[config.mk]
export PLATFORM = sky130hd
export DESIGN_NAME = trigger_conditioner_flat
export DESIGN_NICKNAME = d
export VERILOG_FILES = /design/src/rtl/trigger_conditioner_if.sv /design/src/rtl/trigger_conditioner.sv /design/src/flat_wrapper.sv
export SDC_FILE = /design/constraint.sdc
export NUM_CORES = 1
export LEC_CHECK = 0
export ABC_AREA = 0
export CORE_ASPECT_RATIO = 1.4
export CORE_MARGIN = 10
export CORE_UTILIZATION = 27
export DETAILED_ROUTE_END_ITERATION = 10
export MAX_ROUTING_LAYER = met4
export SLEW_MARGIN = 15
export SYNTH_ARGS = -nofsm -noshare
export SYNTH_HDL_FRONTEND = slang
export SYNTH_SLANG_ARGS = --single-unit
[constraint.sdc]
create_clock -name clk_i -period 1.8 [get_ports clk_i]
set_input_delay 0.27 -clock clk_i [delete_from_list [all_inputs] [get_ports clk_i]]
set_output_delay 0.27 -clock clk_i [all_outputs]
set_load 0.005 [all_outputs]
[src/rtl/trigger_conditioner_if.sv]
// Trigger conditioner signal bundle: raw trigger in, qualified trigger and
// statistics out. The slave modport is the conditioner, master is its user.
interface trigger_conditioner_if #(
  parameter int CNT_W = 16
);
  logic             pulse_i;
  logic             polarity_i;
  logic             cnt_clr_i;
  logic             pulse_o;
  logic             busy_o;
  logic [CNT_W-1:0] acc_cnt_o;
  logic [CNT_W-1:0] rej_cnt_o;

  modport slave (
    input  pulse_i,
    input  polarity_i,
    input  cnt_clr_i,
    output pulse_o,
    output busy_o,
    output acc_cnt_o,
    output rej_cnt_o
  );

  modport master (
    output pulse_i,
    output polarity_i,
    output cnt_clr_i,
    input  pulse_o,
    input  busy_o,
    input  acc_cnt_o,
    input  rej_cnt_o
  );
endinterface

[src/rtl/trigger_conditioner.sv]
// Trigger conditioner: synchronizes an external trigger, applies polarity,
// accepts only pulses at least FILTER_LEN samples long, emits a single-cycle
// qualified trigger, then ignores the input for HOLDOFF clocks and until the
// input goes inactive again.
// Optional statistics counters are built only when TRIG_CONDITIONER_STATS_EN
// is defined; otherwise the counter outputs read 0 and cnt_clr_i is ignored.
//
// state       | meaning
// ------------+-----------------------------------------------------------
// S_WAIT_IDLE | input still active (or sync settling); wait for level=0
// S_IDLE      | armed, waiting for the first active sample
// S_QUALIFY   | counting consecutive active samples
// S_HOLDOFF   | dead-time after an accepted pulse, input ignored
module trigger_conditioner #(
  parameter int FILTER_LEN = 3,
  parameter int HOLDOFF    = 16,
  parameter int CNT_W      = 16
) (
  input  logic                 clk_i,
  input  logic                 resetn_i,
  trigger_conditioner_if.slave bus
);

  typedef enum logic [1:0] {
    S_WAIT_IDLE = 2'd0,
    S_IDLE      = 2'd1,
    S_QUALIFY   = 2'd2,
    S_HOLDOFF   = 2'd3
  } state_t;

  localparam logic [7:0]  FILT_LAST = 8'(FILTER_LEN);
  localparam logic [15:0] HOLD_LAST = 16'(HOLDOFF - 1);

  state_t      state_q, state_d;
  logic        sync1_q, sync1_d;
  logic        sync2_q, sync2_d;
  logic [7:0]  filt_q, filt_d;
  logic [15:0] hold_q, hold_d;
  logic        pulse_q, pulse_d;
  logic        level;
  logic        acc_inc;
  logic        rej_inc;

  // Polarity is applied after the synchronizer so a polarity flip looks
  // like any other level change to the FSM.
  assign level = bus.polarity_i ? sync2_q : ~sync2_q;

  // Synchronizer, FSM and timer registers
  always_ff @(posedge clk_i or negedge resetn_i) begin
    if (!resetn_i) begin
      state_q <= S_WAIT_IDLE;
      sync1_q <= 1'b0;
      sync2_q <= 1'b0;
      filt_q  <= '0;
      hold_q  <= '0;
      pulse_q <= 1'b0;
    end else begin
      state_q <= state_d;
      sync1_q <= sync1_d;
      sync2_q <= sync2_d;
      filt_q  <= filt_d;
      hold_q  <= hold_d;
      pulse_q <= pulse_d;
    end
  end

  // Next-state logic: qualification filter, fire, holdoff and re-arm
  always_comb begin
    state_d = state_q;
    sync1_d = bus.pulse_i;
    sync2_d = sync1_q;
    filt_d  = filt_q;
    hold_d  = hold_q;
    pulse_d = 1'b0;
    acc_inc = 1'b0;
    rej_inc = 1'b0;
    case (state_q)
      S_WAIT_IDLE: begin
        if (!level) state_d = S_IDLE;
      end
      S_IDLE: begin
        if (level) begin
          filt_d = 8'd1;
          if (FILTER_LEN == 1) begin
            pulse_d = 1'b1;
            acc_inc = 1'b1;
            hold_d  = '0;
            state_d = S_HOLDOFF;
          end else begin
            state_d = S_QUALIFY;
          end
        end
      end
      S_QUALIFY: begin
        if (level) begin
          filt_d = filt_q + 8'd1;
          if (filt_q + 8'd1 == FILT_LAST) begin
            pulse_d = 1'b1;
            acc_inc = 1'b1;
            hold_d  = '0;
            state_d = S_HOLDOFF;
          end
        end else begin
          rej_inc = 1'b1;
          state_d = S_IDLE;
        end
      end
      S_HOLDOFF: begin
        if (hold_q == HOLD_LAST) state_d = S_WAIT_IDLE;
        else                     hold_d  = hold_q + 16'd1;
      end
      default: state_d = S_WAIT_IDLE;
    endcase
  end

  assign bus.pulse_o = pulse_q;
  assign bus.busy_o  = (state_q != S_IDLE);

`ifdef TRIG_CONDITIONER_STATS_EN
  logic [CNT_W-1:0] acc_cnt_q, acc_cnt_d;
  logic [CNT_W-1:0] rej_cnt_q, rej_cnt_d;

  // Statistics counter registers
  always_ff @(posedge clk_i or negedge resetn_i) begin
    if (!resetn_i) begin
      acc_cnt_q <= '0;
      rej_cnt_q <= '0;
    end else begin
      acc_cnt_q <= acc_cnt_d;
      rej_cnt_q <= rej_cnt_d;
    end
  end

  // Saturating increments; a clear in the same cycle takes priority
  always_comb begin
    acc_cnt_d = acc_cnt_q;
    rej_cnt_d = rej_cnt_q;
    if (bus.cnt_clr_i) begin
      acc_cnt_d = '0;
      rej_cnt_d = '0;
    end else begin
      if (acc_inc && (acc_cnt_q != '1)) acc_cnt_d = acc_cnt_q + CNT_W'(1);
      if (rej_inc && (rej_cnt_q != '1)) rej_cnt_d = rej_cnt_q + CNT_W'(1);
    end
  end

  assign bus.acc_cnt_o = acc_cnt_q;
  assign bus.rej_cnt_o = rej_cnt_q;
`else
  logic unused_stats;

  assign unused_stats  = acc_inc | rej_inc | bus.cnt_clr_i;
  assign bus.acc_cnt_o = {CNT_W{1'b0}};
  assign bus.rej_cnt_o = {CNT_W{1'b0}};
`endif

endmodule

[src/flat_wrapper.sv]
// flat-port wrapper written by rule: the top's interface ports become plain ports
module trigger_conditioner_flat 
#(
  parameter int FILTER_LEN = 3,
  parameter int HOLDOFF    = 16,
  parameter int CNT_W      = 16
)
  (clk_i, resetn_i, bus_pulse_i, bus_polarity_i, bus_cnt_clr_i, bus_pulse_o, bus_busy_o, bus_acc_cnt_o, bus_rej_cnt_o);
  trigger_conditioner_if #(.CNT_W(CNT_W)) bus_i ();
  input  logic clk_i;
  input  logic resetn_i;
  input wire logic [$bits(bus_i.pulse_i)-1:0] bus_pulse_i;
  input wire logic [$bits(bus_i.polarity_i)-1:0] bus_polarity_i;
  input wire logic [$bits(bus_i.cnt_clr_i)-1:0] bus_cnt_clr_i;
  output wire logic [$bits(bus_i.pulse_o)-1:0] bus_pulse_o;
  output wire logic [$bits(bus_i.busy_o)-1:0] bus_busy_o;
  output wire logic [$bits(bus_i.acc_cnt_o)-1:0] bus_acc_cnt_o;
  output wire logic [$bits(bus_i.rej_cnt_o)-1:0] bus_rej_cnt_o;
  assign bus_i.pulse_i = bus_pulse_i;
  assign bus_i.polarity_i = bus_polarity_i;
  assign bus_i.cnt_clr_i = bus_cnt_clr_i;
  assign bus_pulse_o = bus_i.pulse_o;
  assign bus_busy_o = bus_i.busy_o;
  assign bus_acc_cnt_o = bus_i.acc_cnt_o;
  assign bus_rej_cnt_o = bus_i.rej_cnt_o;
  trigger_conditioner #(.FILTER_LEN(FILTER_LEN), .HOLDOFF(HOLDOFF), .CNT_W(CNT_W)) u_core (.clk_i(clk_i), .resetn_i(resetn_i), .bus(bus_i));
endmodule
==> results.md <==
- Status: finished, violations left
- Failing checks: negative setup slack
- Switching Share: 39.7%
- TritonCTS Buffers: 5
- CTS tree: built
- Clock Sinks: 29
- Clock power frac: 19.4%
- Grt ovf: 0
- Flop pwr share: a little under a third
- Clk Latency, worst-skew pair: 0.28 ns
- CP Launch Type: flop
- Fin Hold WS: roughly 0.35 ns
- Crit path to: u_core.hold_q[15]
- Core footprint: 0.00703 mm2
- Total Wirelength: 4.64 mm
- Nets: 268
- Fin crit share: 106%
- Seq/Total Area, Yosys: between 30 and 40%
- Remaining DRCs: 0
- Post-synthesis cell count: 218
- Crit path launch: u_core.filt_q[0]
- Reg-to-Reg End: u_core.hold_q[15]
- Filler cells: ~770
- GRT busiest layer: met2
- CTS root buffer: clkbuf_8
- # H-tree levels: 2
- Ys Warns: 0
- CP Data Required Time: 1.95 ns
- First-pass GRT wire length: 8.06 mm
- Die Y: 121 um
- Arrival time worst endpoint: 2.06 ns
- Mean area per synthesized cell: 8.96 um2
- Worst setup margin: -0.102 ns
- Hold/Removal Path Class: flop to flop
- Clock-pin slew on the worst setup and hold paths: 0.06 ns
- Antenna violations before repair: 0
- Clock Tree Buf Depth: 2
- Gate power share: 49.6%
- Unrepaired setup endpoints after global routing: true
- GR met2 Demand/Resource: 15.9%
- Reg2Reg Launch Point: u_core.filt_q[0]
- DRT iter0 DRCs: between 100 and 150
- Number of global-route vias before repair: 1,796
- Post-route ant nets: 0
- Final hold viol count: 0
- DIE WIDTH: 91.9 um
- Slew Limit Fails: 0
- Vias/cell: 4.68
- Final Wtd Congestion: slightly above 0.8
- Overall power: between 2000 and 3000 uW
- Max Clock Freq: 0.526 GHz
- Worst Setup Path Type: flop to flop
- FP Rows: 36
- Share of cells above drive strength 1: 28.5%
- Die area: between 0.01 and 0.015 mm2
- Pwr Density: about 1200 mW/mm2
- Worst R2R Setup Slack: -0.10 ns
- Syn Std Cell Area: 0.00195 mm2
- Final Critical Period: 1.90 ns
- Crit Path Max Fanout: 8
- # IOs: 39
- # hold bufs at CTS: 0
- Port buffer count: 5
- Final count of negative-setup-slack endpoints: 17
- R2R cell count: 7
- DR pass1 iterations: 4
- Net switching power: 1130 uW
- Via count: 1,660
- Setup_tns: -1.26 ns
- FF+latch count, synth: 29
- Max-cap check violation count: 0
- Hpwl dp: 3.24 mm
- All-Layer GR Usage: 8.91%
- Leak Pwr: 0.00104 uW
- Crit end category: flop
- Diode count: 0
- Met3 GRT Util: about 2.8%
- P&R area growth vs syn: 22.9%
- Setup Skew: 0.00848 ns
- Largest net degree at the start of global routing: 30
- Yosys cell types: 42
- Pint: 1720 uW
- Fin util: 34.2%
- M1 GR Usage: ~8.5%
- Avg WL per Cell: 13.1 um
- Initial core utilization: 27.8%
- IR drop worst, VDD: 0.407 mV
worst max-delay path, cell delays in order, from the launching register on:
cell and delay (ns):
dfrtp_1 0.42, and2_4 0.19, or4_4 0.49, nand3_4 0.12, nand4_4 0.09, a22oi_4 0.20
buf_8 0.17, a31oi_1 0.10
synthesized netlist by cell type, drive strengths merged:
cell     n  share of area, %
a21bo    1              0.51
a21oi   15               5.0
a22oi    1               1.1
a311o    1              0.58
a31oi    9               2.9
a41o     1              0.51
a41oi    4               1.8
and2     3               1.2
and2b    1              0.38
and3     4               1.3
and4     1              0.45
buf     40                16
clkbuf   1              0.19
conb     1              0.19
dfrtp   29                37
ha       3               1.9
inv      7               1.3
nand2   23               4.4
nand3    9               2.6
nand3b   1              0.38
nand4    8               3.3
nor2    15               2.9
nor3     6               1.5
nor4     4               1.3
o211ai   1              0.64
o21a     4               1.5
o21ai   16               4.9
o221ai   1              0.45
o31ai    2              0.77
o41ai    1              0.45
or3      1              0.32
or4      1              0.58
xnor2    2              0.90
xor2     1              0.45
how the worst min path moves through the flow:
stage / from / endpoint / slack, ns / depth (start not counted)
global route: u_core.sync1_q / u_core.sync2_q / 0.37 / 0
CTS: u_core.sync1_q / u_core.sync2_q / 0.35 / 0
detailed placement: u_core.sync1_q / u_core.sync2_q / 0.34 / 0
floorplan: resetn_i / u_core.bus.pulse_o / -0.03 / 0
global placement: u_core.sync1_q / u_core.sync2_q / 0.34 / 0
finish: u_core.sync1_q / u_core.sync2_q / 0.35 / 0
registers in the layout (all words and copies together) (netlist names):
register            cells
u_core.bus.pulse_o      1
u_core.sync1_q          1
u_core.sync2_q          1
u_core.hold_q          16
u_core.state_q          2
u_core.filt_q           8
power groups by stage:
stage,sequential (uW),clock (uW),combinational (uW)
4_1_cts,878,565,1500
3_3_place_gp,888,0,1260
6_report,882,555,1420
5_1_grt,902,600,1570
3_5_place_dp,894,0,1280
2_1_floorplan,893,0,896
placed cells by master (no fill, tap or decap), types with 4 or more instances in the layout:
cell type,count
buf_4,38
conb_1,32
dfrtp_1,29
nand2_1,23
nor2_1,15
o21ai_0,12
a21oi_1,9
nand3_1,8
inv_1,7
nand4_1,7
a31oi_1,7
nor3_1,6
a21oi_2,6
clkbuf_8,6
clkdlybuf4s50_1,5
o21ai_2,4
and3_1,4
o21a_1,4
area by class of cell:
cell class | instances | area (um2) | share of cell area, %
multi-input combinational | 172 | 1080 | 45.0
tap | 95 | 119 | 4.95
timing repair buffer | 45 | 362 | 15.1
inverter | 7 | 26.3 | 1.09
sequential | 29 | 726 | 30.2
clock buffer | 7 | 86.3 | 3.60
logic make-up (layout without fill, tap and decap cells):
kind of cell | after synthesis | after routing | synth area share [%]
compound gates | 57 | 57 | 21.1
xor+xnor | 3 | 3 | 1.35
fa+ha+maj | 3 | 3 | 1.92
buf+inv | 48 | 59 | 17.7
flops | 29 | 29 | 37.2
other cells | 1 | 32 | 0.192
simple gates | 77 | 77 | 20.6
through the flow:
stage / instances / area (um2) / setup WS [ns]
after floorplan: 249 / 2100 / -0.104
after global placement: 342 / 2210 / -0.0762
after detailed placement: 342 / 2210 / -0.117
after CTS: 355 / 2370 / -0.0810
after global routing: 355 / 2400 / -0.159
final: 355 / 2400 / -0.102
layer usage:
layer  part of all wire, %  vias up
li1                      -      799
met1                    40      808
met2                    53       48
met3                   5.6        5
met4                   1.5        0
met5                     0        -
timing repair:
action | 4_1_cts | 5_1_grt
buffers inserted | 5 | 2
resized for setup | 3 | 8
pin swaps | 5 | 5
gates cloned | 1 | 0
setup endpoints to repair | 16 | 17
Note: power is estimated with default switching activity, not from simulation.
